## src/rtl/jtframe_romrd_pkg.sv

```systemverilog
// Shared types and constants for the two-slot SDRAM ROM reader.
// The optional watchdog is enabled with JTFRAME_ROMRD_TIMEOUT_EN.
package jtframe_romrd_pkg;

   typedef enum logic [1:0] {
      ST_IDLE      = 2'd0,
      ST_WAIT_ACK  = 2'd1,
      ST_WAIT_DATA = 2'd2
   } state_t;

   localparam int         SDRAM_AW = 22;
   localparam logic [7:0] WD_LIMIT = 8'd255;

   // Number of address bits that select a lane inside the 32-bit word
   function automatic int lane_bits(input int dw);
      return (dw == 8) ? 2 : 1;
   endfunction

endpackage

```

## src/rtl/jtframe_romrd_slot.sv

```systemverilog
// One ROM slot: 32-bit single-word cache, tag, valid and pending flags,
// combinational hit detection and lane selection.
module jtframe_romrd_slot
   import jtframe_romrd_pkg::*;
#(
   parameter int AW = 17,
   parameter int DW = 8
)(
   input  logic                          clk,
   input  logic                          rst,
   input  logic                          flush,
   input  logic                          cs,
   input  logic [AW-1:0]                 addr,
   output logic [DW-1:0]                 dout,
   output logic                          ok,
   output logic [AW-lane_bits(DW)-1:0]   word_addr,
   output logic                          pending,
   input  logic                          fill,
   input  logic [AW-lane_bits(DW)-1:0]   fill_tag,
   input  logic [31:0]                   fill_data
);

   localparam int LB  = lane_bits(DW);
   localparam int WAW = AW - LB;

   logic [31:0]    cache;
   logic [WAW-1:0] tag;
   logic           valid;
   logic           hit;
   logic [31:0]    shifted;

   assign word_addr = addr[AW-1:LB];
   assign hit       = cs & valid & (tag == word_addr);
   assign ok        = hit;
   // Lane 0 sits in the low bits; dout follows the cache even when not ok
   assign shifted   = cache >> (DW * int'(addr[LB-1:0]));
   assign dout      = shifted[DW-1:0];

   // Cache fill, flush on download, and miss tracking
   always_ff @(posedge clk or posedge rst) begin
      if (rst) begin
         cache   <= '0;
         tag     <= '0;
         valid   <= 1'b0;
         pending <= 1'b0;
      end else if (flush) begin
         valid   <= 1'b0;
         pending <= 1'b0;
      end else if (fill) begin
         // Filled with the fetched tag even if addr moved meanwhile;
         // a fresh miss will then raise pending again next cycle.
         cache   <= fill_data;
         tag     <= fill_tag;
         valid   <= 1'b1;
         pending <= 1'b0;
      end else if (cs && !hit) begin
         pending <= 1'b1;
      end
   end

endmodule

```

## src/rtl/jtframe_romrd_2slot.sv

```systemverilog
// Two-slot game ROM reader on a shared SDRAM read port: per-slot word
// cache, round-robin miss arbiter and a request/ack/data FSM.
// Optional watchdog on WAIT_DATA: define JTFRAME_ROMRD_TIMEOUT_EN.
// Handshake: sdram_req is held high with a stable sdram_addr until the
// one-cycle sdram_ack pulse; the word then arrives with a one-cycle
// data_rdy pulse. Pulses outside their waiting state are ignored.
module jtframe_romrd_2slot
   import jtframe_romrd_pkg::*;
#(
   parameter int          AW0     = 17,
   parameter int          DW0     = 8,
   parameter int          AW1     = 15,
   parameter int          DW1     = 16,
   parameter logic [21:0] OFFSET0 = 22'h0,
   parameter logic [21:0] OFFSET1 = 22'h0
)(
   input  logic                clk,
   input  logic                rst,
   input  logic                downloading,
   input  logic                slot0_cs,
   input  logic [AW0-1:0]      slot0_addr,
   output logic [DW0-1:0]      slot0_dout,
   output logic                slot0_ok,
   input  logic                slot1_cs,
   input  logic [AW1-1:0]      slot1_addr,
   output logic [DW1-1:0]      slot1_dout,
   output logic                slot1_ok,
   output logic                sdram_req,
   output logic [SDRAM_AW-1:0] sdram_addr,
   input  logic                sdram_ack,
   input  logic                data_rdy,
   input  logic [31:0]         data_read
`ifdef JTFRAME_ROMRD_TIMEOUT_EN
   ,output logic [7:0]         timeout_cnt
`endif
);

   localparam int WAW0 = AW0 - lane_bits(DW0);
   localparam int WAW1 = AW1 - lane_bits(DW1);

   state_t              state, state_nx;
   logic                req_nx;
   logic [SDRAM_AW-1:0] addr_nx;
   logic                fetch_sel, sel_nx;
   logic [SDRAM_AW-1:0] fetch_tag, tag_nx;
   logic                last, last_nx;
   logic                grant;
   logic                fill0, fill1;
   logic                pend0, pend1;
   logic [WAW0-1:0]     word0;
   logic [WAW1-1:0]     word1;
`ifdef JTFRAME_ROMRD_TIMEOUT_EN
   logic [7:0]          wd, wd_nx;
   logic [7:0]          tcnt_nx;
`endif

   jtframe_romrd_slot #(.AW(AW0), .DW(DW0)) u_slot0 (
      .clk       (clk),
      .rst       (rst),
      .flush     (downloading),
      .cs        (slot0_cs),
      .addr      (slot0_addr),
      .dout      (slot0_dout),
      .ok        (slot0_ok),
      .word_addr (word0),
      .pending   (pend0),
      .fill      (fill0),
      .fill_tag  (fetch_tag[WAW0-1:0]),
      .fill_data (data_read)
   );

   jtframe_romrd_slot #(.AW(AW1), .DW(DW1)) u_slot1 (
      .clk       (clk),
      .rst       (rst),
      .flush     (downloading),
      .cs        (slot1_cs),
      .addr      (slot1_addr),
      .dout      (slot1_dout),
      .ok        (slot1_ok),
      .word_addr (word1),
      .pending   (pend1),
      .fill      (fill1),
      .fill_tag  (fetch_tag[WAW1-1:0]),
      .fill_data (data_read)
   );

   // State and registered SDRAM request outputs
   always_ff @(posedge clk or posedge rst) begin
      if (rst) begin
         state       <= ST_IDLE;
         sdram_req   <= 1'b0;
         sdram_addr  <= '0;
         fetch_sel   <= 1'b0;
         fetch_tag   <= '0;
         last        <= 1'b1;   // slot 0 wins the first tie
`ifdef JTFRAME_ROMRD_TIMEOUT_EN
         wd          <= '0;
         timeout_cnt <= '0;
`endif
      end else begin
         state       <= state_nx;
         sdram_req   <= req_nx;
         sdram_addr  <= addr_nx;
         fetch_sel   <= sel_nx;
         fetch_tag   <= tag_nx;
         last        <= last_nx;
`ifdef JTFRAME_ROMRD_TIMEOUT_EN
         wd          <= wd_nx;
         timeout_cnt <= tcnt_nx;
`endif
      end
   end

   // Next-state, arbitration and fill strobes
   always_comb begin
      state_nx = state;
      req_nx   = sdram_req;
      addr_nx  = sdram_addr;
      sel_nx   = fetch_sel;
      tag_nx   = fetch_tag;
      last_nx  = last;
      grant    = 1'b0;
      fill0    = 1'b0;
      fill1    = 1'b0;
`ifdef JTFRAME_ROMRD_TIMEOUT_EN
      wd_nx    = wd;
      tcnt_nx  = timeout_cnt;
`endif
      case (state)
         ST_IDLE: begin
            if (pend0 || pend1) begin
               // On a tie, serve the slot that was not served last
               grant    = (pend0 && pend1) ? ~last : pend1;
               sel_nx   = grant;
               last_nx  = grant;
               tag_nx   = grant ? SDRAM_AW'(word1) : SDRAM_AW'(word0);
               addr_nx  = grant ? OFFSET1 + (SDRAM_AW'(word1) << 1)
                                : OFFSET0 + (SDRAM_AW'(word0) << 1);
               req_nx   = 1'b1;
               state_nx = ST_WAIT_ACK;
            end
         end
         ST_WAIT_ACK: begin
            if (sdram_ack) begin
               req_nx   = 1'b0;
               state_nx = ST_WAIT_DATA;
`ifdef JTFRAME_ROMRD_TIMEOUT_EN
               wd_nx    = '0;
`endif
            end
         end
         ST_WAIT_DATA: begin
            if (data_rdy) begin
               fill0    = ~fetch_sel;
               fill1    = fetch_sel;
               state_nx = ST_IDLE;
            end
`ifdef JTFRAME_ROMRD_TIMEOUT_EN
            else if (wd == WD_LIMIT) begin
               // Give up; pending stays set so the read is re-issued
               state_nx = ST_IDLE;
               if (timeout_cnt != 8'hFF) tcnt_nx = timeout_cnt + 8'd1;
            end else begin
               wd_nx = wd + 8'd1;
            end
`endif
         end
         default: state_nx = ST_IDLE;
      endcase
      if (downloading) begin
         state_nx = ST_IDLE;
         req_nx   = 1'b0;
         fill0    = 1'b0;
         fill1    = 1'b0;
      end
   end

endmodule

```

## config.mk

```make
export PLATFORM = sky130hd
export DESIGN_NAME = jtframe_romrd_2slot
export DESIGN_NICKNAME = d
export VERILOG_FILES = /design/src/rtl/jtframe_romrd_pkg.sv /design/src/rtl/jtframe_romrd_slot.sv /design/src/rtl/jtframe_romrd_2slot.sv
export SDC_FILE = /design/constraint.sdc
export NUM_CORES = 1
export LEC_CHECK = 0
export BUFFER_PORTS_ARGS = -buffer_cell sky130_fd_sc_hd__buf_2
export CORE_MARGIN = 8
export CORE_UTILIZATION = 52
export DETAILED_ROUTE_END_ITERATION = 8
export PLACE_DENSITY_LB_ADDON = 0.05
export SYNTH_ARGS = -nofsm -noshare
export SYNTH_HDL_FRONTEND = slang
export SYNTH_SLANG_ARGS = --single-unit
```

## constraint.sdc

```tcl
create_clock -name clk -period 4.42 [get_ports clk]
set_input_delay 0 -clock clk [delete_from_list [all_inputs] [get_ports clk]]
set_output_delay 0 -clock clk [all_outputs]
set_load 0.005 [all_outputs]
```

======== After elaboration in Yosys (flattened, before gate mapping) ========
Index checks and enable logic that the tools add are counted.
storage, ports and cells
  register bits ........................... 139
  input bits .............................. 71
  output and inout port bits .............. 49
  word-level logic and storage cells ...... 75
cells by class
  eq/ne operators ......................... 7
  shift-type cells ........................ 2
  multiplexer cells ....................... 28
  bitwise logic cells ..................... 7
  reductions and logical operators ........ 17
operators with widths
  operator                                                         count
  32-bit by 5-bit right shift with 16-bit output                   1
  32-bit by 5-bit right shift with 8-bit output                    1
  1-bit 2-to-1 mux                                                 20
  16-bit 2-to-1 mux                                                1
  15-bit == test                                                   1
  15-bit 2-to-1 mux                                                1
  14-bit == test                                                   1
  3-bit inequality test, second input constant                     3
  3-bit nonzero test                                               3
  2-bit 2-to-1 mux                                                 4
  2-bit case mux with 3 select lines                               1
  2-bit AND reduction                                              3
  3-bit AND reduction                                              2
  1-bit bitwise AND                                                4
  2-bit nonzero test                                               2
  1-bit logical AND                                                3
  1-bit NOT                                                        3
  2-bit by 1-bit == test with 1-bit output, second input constant  1
  2-bit == test, second input constant                             1
  1-bit zero test                                                  2
  2-bit zero test                                                  1
  1-bit case mux with 2 select lines                               1
  1-bit logical OR                                                 1

======== Depth between registers and ports, before layout ========
Gate-level depths: netlist of run 1.
  word-level depth ........................ 7
  gate-level depth with buffers ........... 6
  depth with buffers taken out ............ 4

======== By module ========
A second synthesis of run 1 with hierarchy kept.
second synthesis, totals
  cells, all modules ...................... 393
  area total of the unflattened synthesis .. 5,631.7 sq um
by module, submodules not included
  module                         instances  cells each  area an instance (sq um)
  jtframe_romrd_slot at u_slot0  1          154         2,285.9
  jtframe_romrd_slot at u_slot1  1          158         2,232.1
  jtframe_romrd_2slot            1          81          1,113.6

======== Worst setup path before layout of run 1 ========
No wires, ideal clock.
  path kind ............................... register to register
  from .................................... register state[0]
  to ...................................... register u_slot0.cache[0]
  arrival time ............................ 1.473 ns
  data required time ...................... 4.292 ns
  setup slack ............................. 2.819 ns
  stages on the path, launching flop included .. 6
  path buffers ............................ 2
  cell sequence ........................... dfrtp_1 -> nand3b_1 -> nor3_1 -> buf_2 -> buf_4 -> mux2_1
on the way
  cells in the longest elaborated chain, start to end .. 4
RTL lines
  item                           RTL line                    text
  from (decl)                    jtframe_romrd_2slot.sv:41   state_t state, state_nx;
  from (signal assigned)         jtframe_romrd_2slot.sv:101  state <= state_nx;
  2-bit == test                  jtframe_romrd_2slot.sv:129  case (state)
  1-bit 2-to-1 mux               jtframe_romrd_2slot.sv:129
  1-bit 2-to-1 mux               jtframe_romrd_2slot.sv:170  if (downloading) begin
  2-bit AND reduction (no line)  -
  to (signal assigned)           jtframe_romrd_slot.sv:52    cache <= fill_data;
  to (decl)                      jtframe_romrd_slot.sv:26    logic [31:0] cache;
No other way between the ends.
A chain may end at the register's enable or synchronous reset.

======== Worst setup path in the final report of run 1 ========
  from .................................... register state[0]
  to ...................................... register u_slot1.cache[11]
on the way
  cells in the longest elaborated chain, start to end .. 4
RTL lines
  item                           RTL line
  2-bit == test                  jtframe_romrd_2slot.sv:129
  1-bit 2-to-1 mux               jtframe_romrd_2slot.sv:129
  1-bit 2-to-1 mux               jtframe_romrd_2slot.sv:170
  2-bit AND reduction (no line)  -
  to (signal assigned)           jtframe_romrd_slot.sv:52
  to (decl)                      jtframe_romrd_slot.sv:26
No other way between the ends.

==> impl_metrics.toml, run 1 <==
[sta]
fmax_ghz = 0.406
tns_ps = 0
final-hold-violation-count = 0
slew_violations = 0
fin_crit_sh_pct = 55.7
period_minus_slack_ps = 2460
rsz0062_at_grt = "false"
worstMarginPinSlew_ps = 1070
fin_ws_ps = 1960
relSlewSlack_pct = 28.4
setup_violations = 0
skew_ps = 6.49

[die]
die_y_microns = 117
initial_core_util_pct = 52.6
io_pins = 120
die-width_microns = 117
rows = 37
core_sq_mm = 0.0101
dieArea_sq_mm = 0.0137

[grt]
grt_start_max_net_pins = 70
grt_pass1_vias = 4024
antenna_found_initial = 0
grt_overflow_total = 0
grt_first_pass_wirelength_mm = 20.5
track_usage_pct = 19.9

[worst_setup_path]
crit_type = "reg2reg"
required_ps = 4830
path_cells = "nand4b_1 > nor2_4 > buf_4 > mux2_2"
crit_arrival_ps = 2870
cp-end-kind = "flip-flop"
critPathLaunch = "state[0]"
startpoint_type = "flip-flop"
worstPathMaxFanout = 31
rr_startpoint = "state[0]"
cp_slowest_stage_delay_ps = 790
critPathSlowestCell = "nor2_4"

[outcome]
status = "complete, no violations"

[power]
p_sw_share_pct = 26.1
p_int_mw = 2.63
p_sw_mw = 0.926
seq_power_share_pct = 42.4
p_total_mw = 3.55
p_leak_nw = 3.53
cellPowerDensity_mw_per_mm2 = 490
clockPowerShare_pct = 38.1
ir_drop_uv = 339
power_frac_comb_pct = 19.5

[final_layout]
final_cell_mix = "dfrtp_1 (116), buf_2 (112), dlygate4sd3_1 (68)"
fillCellCount = 735
diodes = 0
nets = 637
syn2layout_area_growth_pct = 36.0
drive_gt1_share_pct = 40.1
final_util_pct = 71.5
final_common_cell = "dfrtp_1"
instances_no_fill = 715

[detailed_routing]
drcViolationCount = 0
via_per_inst = 5.11
wl_per_cell_microns = 17.6
first_pass_iters = 4
antenna_left = 0
wl_mm = 12.6
via_count = 3657
drt_iter0_markers = 154

[clocking]
clkSinkCount = 117
numCtsBuffers = 17
ctsHtreeMaxLevel = 4
tritoncts = "built"
cts_buffer_depth = 2
path_clk_slew_ps = 60
clockRootBuffer = "clkbuf_8"
clock_latency_ps = 520

[synthesis]
yosys_most_used_dff = "dfrtp_1"
synth.distinct_cells = 32
ys_seq_elements = 117
ys_async_sr_fraction_pct = 100
postSynthCellCount = 381
synth_edf_count = 0
yosys_warnings = 0
synth_area_sq_mm = 0.00533
postSynthAreaPerCell_sq_um = 14.0
synth.yosys.seq_area_share_pct = 55.0

[placement]
dp.cells = 615
place_congestion = 0.767
dp_hpwl_mm = 8.50
dp_worst_setup_slack_ps = 1950
portBuffers = 112

[flow_run]
maxCapViolations = 0

[worst_hold_path]
hp-start = "slot1_addr[2]"
hp-class = "in2reg"
## layer usage
layer | part of all wire, % | up-vias | global-route usage (%)
met5 | 0 | - | 0
met4 | 1.7 | 0 | 8.19
met3 | 5.6 | 14 | 5.28
met2 | 48 | 101 | 31.5
met1 | 44 | 1831 | 25.5
li1 | - | 1711 | -
## power groups by stage
stage | Combinational, mW | Clock [mW] | Sequential, mW
after floorplan | 0.436 | 0 | 1.47
after global placement | 0.624 | 0 | 1.51
after detailed placement | 0.640 | 0 | 1.53
after CTS | 0.701 | 1.38 | 1.51
after global routing | 0.765 | 1.42 | 1.55
final | 0.693 | 1.35 | 1.51
## per-stage QoR
stage          hold WS [ps]  area (sq um)
6_report               96.5          7250
5_1_grt                 132          7250
4_1_cts                69.7          7250
3_5_place_dp            236          5980
3_3_place_gp            233          5980
2_1_floorplan           114          5350
## worst max-delay path: cells and delay by family (launching register included)
kind | cells | cell delay (ps)
buf+inv | 1 | 400
flops | 1 | 450
mux | 1 | 370
simple gates | 2 | 1110
## layout make-up
class | count | area, sq um | area share (%)
clock buffer | 19 | 432 | 5.96
clock inverter | 13 | 156 | 2.16
inverter | 6 | 25.0 | 0.345
multi-input combinational | 238 | 2250 | 31.0
sequential | 117 | 2930 | 40.4
tap | 136 | 170 | 2.35
timing repair buffer | 186 | 1290 | 17.8
## cell usage after synthesis (all sizes together), types with 2 or more instances
master,n,area share [%]
o21ai,2,0.19
or4,2,0.42
nand3b,2,0.28
xnor2,23,3.8
nand2,3,0.21
a21oi,19,1.9
o41ai,2,0.61
mux2,111,23
inv,6,0.42
mux2i,14,2.6
nor2,23,1.8
xor2,6,0.99
nand4,5,0.59
buf,23,2.8
mux4,8,3.4
dfrtp,116,54
clkbuf,3,0.21
nor4,2,0.23
nor3,3,0.28
## cell families after synthesis
| kind of cell | Yosys count | share of synthesized area (%) |
|---|---|---|
| buffers and inverters | 32 | 3.47 |
| other | 1 | 0.0704 |
| AO/OA/AOI/OAI | 26 | 3.10 |
| multiplexers | 133 | 29.5 |
| AND/OR/NAND/NOR | 43 | 4.16 |
| XOR/XNOR | 29 | 4.77 |
| flip-flops | 117 | 55.0 |
## final timing paths
check,end,slack (ps),cells past startpoint
min in group asynchronous,sdram_addr[8],200,3
max in group asynchronous,u_slot1.cache[4],3100,4
setup reg to reg,u_slot1.cache[11],1960,4
hold reg to reg,u_slot0.cache[21],480,1
setup / recovery,u_slot1.cache[11],1960,4
hold / removal,u_slot1.pending,100,5
## state kept, by name (all words and copies together) (netlist names)
signal and flops:
u_slot0.cache 32, u_slot1.cache 32, sdram_addr 15, u_slot0.tag 15
u_slot1.tag 14, state 2, fetch_sel 1, last 1
sdram_req 1, u_slot0.pending 1, u_slot0.valid 1, u_slot1.pending 1
u_slot1.valid 1
## what timing repair did
| item | CTS | global route |
|---|---|---|
| setup buffers | 0 | 0 |
| hold endpoints to repair | 153 | 0 |
| hold buffers | 68 | 0 |
| gates resized for setup | 0 | 0 |
(Power assumes the default switching activity.)
==> run 2: changes to the inputs <==
--- a/config.mk
+++ b/config.mk
@@ -7,7 +7,7 @@
 export LEC_CHECK = 0
 export BUFFER_PORTS_ARGS = -buffer_cell sky130_fd_sc_hd__buf_2
 export CORE_MARGIN = 8
-export CORE_UTILIZATION = 52
+export CORE_UTILIZATION = 49
 export DETAILED_ROUTE_END_ITERATION = 8
 export PLACE_DENSITY_LB_ADDON = 0.05
 export SYNTH_ARGS = -nofsm -noshare
==> constraint.sdc (replaced) <==
create_clock -name clk -period 2.16 [get_ports clk]
set_input_delay 0 -clock clk [delete_from_list [all_inputs] [get_ports clk]]
set_output_delay 0 -clock clk [all_outputs]
set_load 0.005 [all_outputs]
==> run 2 against run 1 <==
- die area increased by 5.3%
- via count decreased by 0.41%
- global-route usage down 1.9 points
- clock skew is 1.4 ps higher
- register-to-register slack worse by 1800 ps
- critical path depth stayed put
- power up 110%
- routed wire length is 2.1% lower
==> impl_metrics.toml, run 2 (same netlist as run 1, synthesis figures left out) <==
[die]
io_pins = 120
die-width_microns = 120
initial_core_util_pct = 49.6
rows = 38
die_y_microns = 120
dieArea_sq_mm = 0.0145
core_sq_mm = 0.0107

[worst_setup_path]
crit_arrival_ps = 2090
path_cells = "xor2_1 > or4_4 > nor4_2 > buf_2"
r2r-end = "sdram_addr[12]"
cp-end-kind = "output port"
r2r_cells = 5
worstPathMaxFanout = 2
crit_type = "reg2out"
cp_slowest_stage_delay_ps = 540
critPathSlowestCell = "or4_4"
critPathLaunch = "u_slot1.tag[3]"
r2r_slack_ps = 200
cp_top_family = "simple AND/OR/NAND/NOR gates"
required_ps = 2160
crit_buf_inv = 1
rr_startpoint = "u_slot0.pending"
startpoint_type = "flip-flop"

[sta]
skew_ps = 7.93
slew_violations = 0
final-hold-violation-count = 0
relSlewSlack_pct = 58.3
period_minus_slack_ps = 2090
worstMarginPinSlew_ps = 625
fin_crit_sh_pct = 96.9
tns_ps = 0
fmax_ghz = 0.478
rsz0062_at_grt = "false"
setup_violations = 0

[final_layout]
final_common_cell = "dfrtp_1"
diodes = 0
final_cell_mix = "dfrtp_1 (116), buf_2 (112), dlygate4sd3_1 (68)"
syn2layout_area_growth_pct = 38.2
drive_gt1_share_pct = 40.7
top_regs = "u_slot0.cache: 32 flops, u_slot1.cache: 32 flops"
nets = 638

[power]
ir_drop_uv = 594
p_total_mw = 7.47
p_sw_mw = 1.95
cellPowerDensity_mw_per_mm2 = 1010
seq_power_share_pct = 41.2
power_frac_comb_pct = 19.3
p_leak_nw = 3.56
p_sw_share_pct = 26.1
clockPowerShare_pct = 39.6
p_int_mw = 5.52

[flow_run]
maxCapViolations = 0

[detailed_routing]
drt_iter0_markers = 168
via_count = 3642
drcViolationCount = 0
first_pass_iters = 4
wl_mm = 12.3
via_per_inst = 5.06
antenna_left = 0
wl_per_cell_microns = 17.1

[worst_hold_path]
hp-start = "slot1_addr[6]"
min_path_cells = 5
hp-class = "in2reg"
min_to = "u_slot1.pending"

[grt]
grt_start_max_net_pins = 118
grt_overflow_total = 0
antenna_found_initial = 0
grt_pass1_vias = 3953
grt_first_pass_wirelength_mm = 20.6
track_usage_pct = 18.1

[clocking]
clockRootBuffer = "clkbuf_8"
numCtsBuffers = 17
clock_latency_ps = 510
path_clk_slew_ps = 60
clkSinkCount = 117
tritoncts = "built"
cts_setup_buffers = 0
ctsHtreeMaxLevel = 4
cts_buffer_depth = 2

[placement]
dp_hpwl_mm = 8.06
place_congestion = 0.773
portBuffers = 112

[outcome]
status = "complete, no violations"
run 2: worst max-delay path by stage:
stage	endpoint	slack (ps)	depth (start not counted)
3_3_place_gp	u_slot1.pending	480	4
6_report	slot1_ok	70	4
4_1_cts	slot1_ok	30	4
2_1_floorplan	u_slot0.cache[0]	560	5
5_1_grt	slot0_ok	2	4
3_5_place_dp	u_slot0.pending	460	4
run 2: through the flow:
stage / utilization, % / area (sq um) / hold WS (ps) / setup WS (ps) / cells
finish: 68.5 / 7370 / 78.5 / 66.1 / 720
global route: 68.5 / 7370 / 93.8 / 2.29 / 720
CTS: 68.3 / 7340 / 45.6 / 33.3 / 720
detailed placement: 56.1 / 6030 / 238 / 458 / 620
global placement: 56.1 / 6030 / 237 / 475 / 620
floorplan: - / 5360 / 114 / 559 / 387
run 2: layout make-up:
type | instances | area [sq um]
fill | 802 | 3380
sequential | 117 | 2930
multi-input combinational | 238 | 2280
timing repair buffer | 187 | 1330
clock buffer | 18 | 428
clock inverter | 14 | 200
tap | 140 | 175
inverter | 6 | 26.3
run 2: what timing repair did:
item	CTS	global route
hold buffers	68	0
resized for setup	1	3
setup endpoints to repair	1	10
endpoints found under the hold margin	202	0
run 2: power by group through the flow:
stage	logic [mW]	registers (mW)	clock network, mW
2_1_floorplan	0.892	3.02	0
3_3_place_gp	1.29	3.08	0
6_report	1.44	3.07	2.95
5_1_grt	1.59	3.15	3.11
4_1_cts	1.45	3.07	3.01
3_5_place_dp	1.33	3.11	0
run 2: per-layer routing:
layer | track usage (%) | share of wire [%] | wire length, microns | vias up
li1 | - | - | - | 1719
met1 | 23.8 | 47 | 5760 | 1814
met2 | 27.7 | 47 | 5760 | 90
met3 | 5.27 | 5.0 | 616 | 19
met4 | 7.18 | 1.6 | 195 | 0
met5 | 0 | 0 | 0 | -
run 2: worst reg2reg max path, stage by stage, from the launching register on:
cell and delay [ps]:
dfrtp_1 430, a21oi_4 320, buf_4 250, mux2i_1 210, dlygate4sd3_1 570, a21oi_1 60
==> run 3: changes to the inputs <==
--- a/config.mk
+++ b/config.mk
@@ -10,6 +10,7 @@
 export CORE_UTILIZATION = 49
 export DETAILED_ROUTE_END_ITERATION = 8
 export PLACE_DENSITY_LB_ADDON = 0.05
+export SETUP_SLACK_MARGIN = 0.2
 export SYNTH_ARGS = -nofsm -noshare
 export SYNTH_HDL_FRONTEND = slang
 export SYNTH_SLANG_ARGS = --single-unit
==> constraint.sdc (replaced) <==
create_clock -name clk -period 2.16 [get_ports clk]
set_input_delay 0 -clock clk [delete_from_list [all_inputs] [get_ports clk]]
set_output_delay 0 -clock clk [all_outputs]
set_load 0.02 [all_outputs]
==> run 3 against run 2 <==
- utilization is 0.070 points lower
- sequential power hardly changed
- global-route usage is 0.35 points lower
- worst setup slack better by 160 ps
- cell count is 0.14% lower
- combinational power is 14% higher
- register-to-register slack better by 190 ps
- clock power is 2% lower
- critical path type unchanged
==> impl_metrics.toml, run 3 (same netlist as run 1, synthesis figures left out) <==
[grt]
grt_first_pass_wirelength_mm = 20.4
grt_pass1_vias = 3966
track_usage_pct = 17.7
grt_start_max_net_pins = 118
grt_overflow_total = 0
antenna_found_initial = 0

[die]
io_pins = 120
initial_core_util_pct = 49.6
dieArea_sq_mm = 0.0145
core_sq_mm = 0.0107
die_y_microns = 120
die-width_microns = 120
rows = 38

[worst_setup_path]
rr_startpoint = "u_slot1.pending"
crit_arrival_ps = 1940
startpoint_type = "flip-flop"
crit_type = "reg2out"
critPathSlowestCell = "or4_4"
cp_slowest_stage_delay_ps = 540
r2r-end = "sdram_addr[9]"
cp_top_family = "simple AND/OR/NAND/NOR gates"
r2r_cells = 5
cp-end-kind = "output port"
worstPathMaxFanout = 2
critPathCapture = "slot1_ok"
critPathLaunch = "u_slot1.tag[3]"
cp_num_cells = 4
path_cells = "xor2_1 > or4_4 > nor4_4 > buf_4"
r2r_slack_ps = 390
crit_buf_inv = 1
required_ps = 2160

[placement]
place_congestion = 0.781
dp.cells = 619
dp_worst_setup_slack_ps = 470
dp_hpwl_mm = 8.05
portBuffers = 112

[clocking]
ctsHtreeMaxLevel = 4
clockRootBuffer = "clkbuf_8"
numCtsBuffers = 17
cts_buffer_depth = 2
clock_latency_ps = 510
clkSinkCount = 117
path_clk_slew_ps = 60
tritoncts = "built"

[sta]
slew_violations = 0
fmax_ghz = 0.516
period_minus_slack_ps = 1940
fin_crit_sh_pct = 89.8
worstMarginPinSlew_ps = 626
relSlewSlack_pct = 58.3
setup_violations = 0
skew_ps = 6.12
final-hold-violation-count = 0
rsz0062_at_grt = "true"
hold_slack_ps = 158
tns_ps = 0
fin_ws_ps = 221

[power]
cellPowerDensity_mw_per_mm2 = 1030
power_frac_comb_pct = 21.5
seq_power_share_pct = 40.6
clockPowerShare_pct = 37.9
p_leak_nw = 3.56
ir_drop_uv = 677
p_sw_share_pct = 27.7
p_sw_mw = 2.10
p_int_mw = 5.50

[final_layout]
top_regs = "u_slot0.cache: 32 flops, u_slot1.cache: 32 flops"
multi_input_area_sq_mm = 0.00228
fillCellCount = 792
nets = 637
drive_gt1_share_pct = 40.2
diodes = 0
ff_latch_area_sq_mm = 0.00293
final_cell_mix = "dfrtp_1 (116), buf_2 (110), dlygate4sd3_1 (68)"
syn2layout_area_growth_pct = 38.1
final_common_cell = "dfrtp_1"
final_util_pct = 68.5
instances_no_fill = 719

[detailed_routing]
via_per_inst = 5.00
via_count = 3593
wl_per_cell_microns = 17.0
antenna_left = 0
drcViolationCount = 0
drt_iter0_markers = 131
first_pass_iters = 4
wl_mm = 12.2

[outcome]
status = "complete, no violations"

[flow_run]
maxCapViolations = 0

[worst_hold_path]
hp-class = "in2reg"
[run 3: changes by cell type in the layout (fill, tap and decap cells not counted), sizes merged]
cell	delta
clkinv	+1
inv	-3
buf	-1
clkbuf	+2
[run 3: timing repair]
item	4_1_cts	5_1_grt
pin swaps	4	1
endpoints found under the setup margin	2	6
buffers inserted	0	0
gates resized for setup	6	1
endpoints found under the hold margin	202	0
hold buffers	68	0
[run 3: worst reg2reg max path, cell delays in order, from the launching register on]
cell and delay (ps):
dfrtp_1 380, inv_1 90, a21oi_4 300, mux2i_1 210, dlygate4sd3_1 570, a21oi_1 80
[run 3: worst min path at each step]
stage,from,endpoint,slack [ps],depth (start not counted)
3_5_place_dp,rst,u_slot1.tag[9],240,3
4_1_cts,slot1_addr[10],u_slot1.pending,130,5
6_report,slot1_addr[10],u_slot1.pending,160,5
2_1_floorplan,sdram_ack,state[0],110,1
5_1_grt,slot1_addr[10],u_slot1.pending,190,5
3_3_place_gp,rst,sdram_addr[11],240,3
[run 3: power by group through the flow]
stage	logic [mW]	registers (mW)	clock network, mW
after global placement	1.51	3.09	0
after floorplan	1.03	3.11	0
after global routing	1.78	3.16	3.03
final	1.64	3.08	2.88
after detailed placement	1.54	3.11	0
after CTS	1.66	3.08	2.93
[run 3: stage by stage]
step | cell area (sq um) | power (mW)
global placement | 6020 | 4.59
detailed placement | 6020 | 4.65
CTS | 7350 | 7.67
global route | 7360 | 7.97
floorplan | 5360 | 4.13
finish | 7360 | 7.60
[run 3: cell type report]
| type | instances | area share [%] |
|---|---|---|
| timing repair buffer | 186 | 18.1 |
| inverter | 6 | 0.357 |
| sequential | 117 | 39.8 |
| tap | 140 | 2.38 |
| clock inverter | 12 | 2.43 |
| clock buffer | 20 | 5.92 |
| multi-input combinational | 238 | 31.0 |
[run 3: metal layers]
| layer | global-route usage, % | share of wire [%] | up-vias |
|---|---|---|---|
| li1 | - | - | 1714 |
| met1 | 23.7 | 47 | 1771 |
| met2 | 26.8 | 47 | 94 |
| met3 | 5.27 | 5.5 | 14 |
| met4 | 6.48 | 0.89 | 0 |
| met5 | 0 | 0 | - |
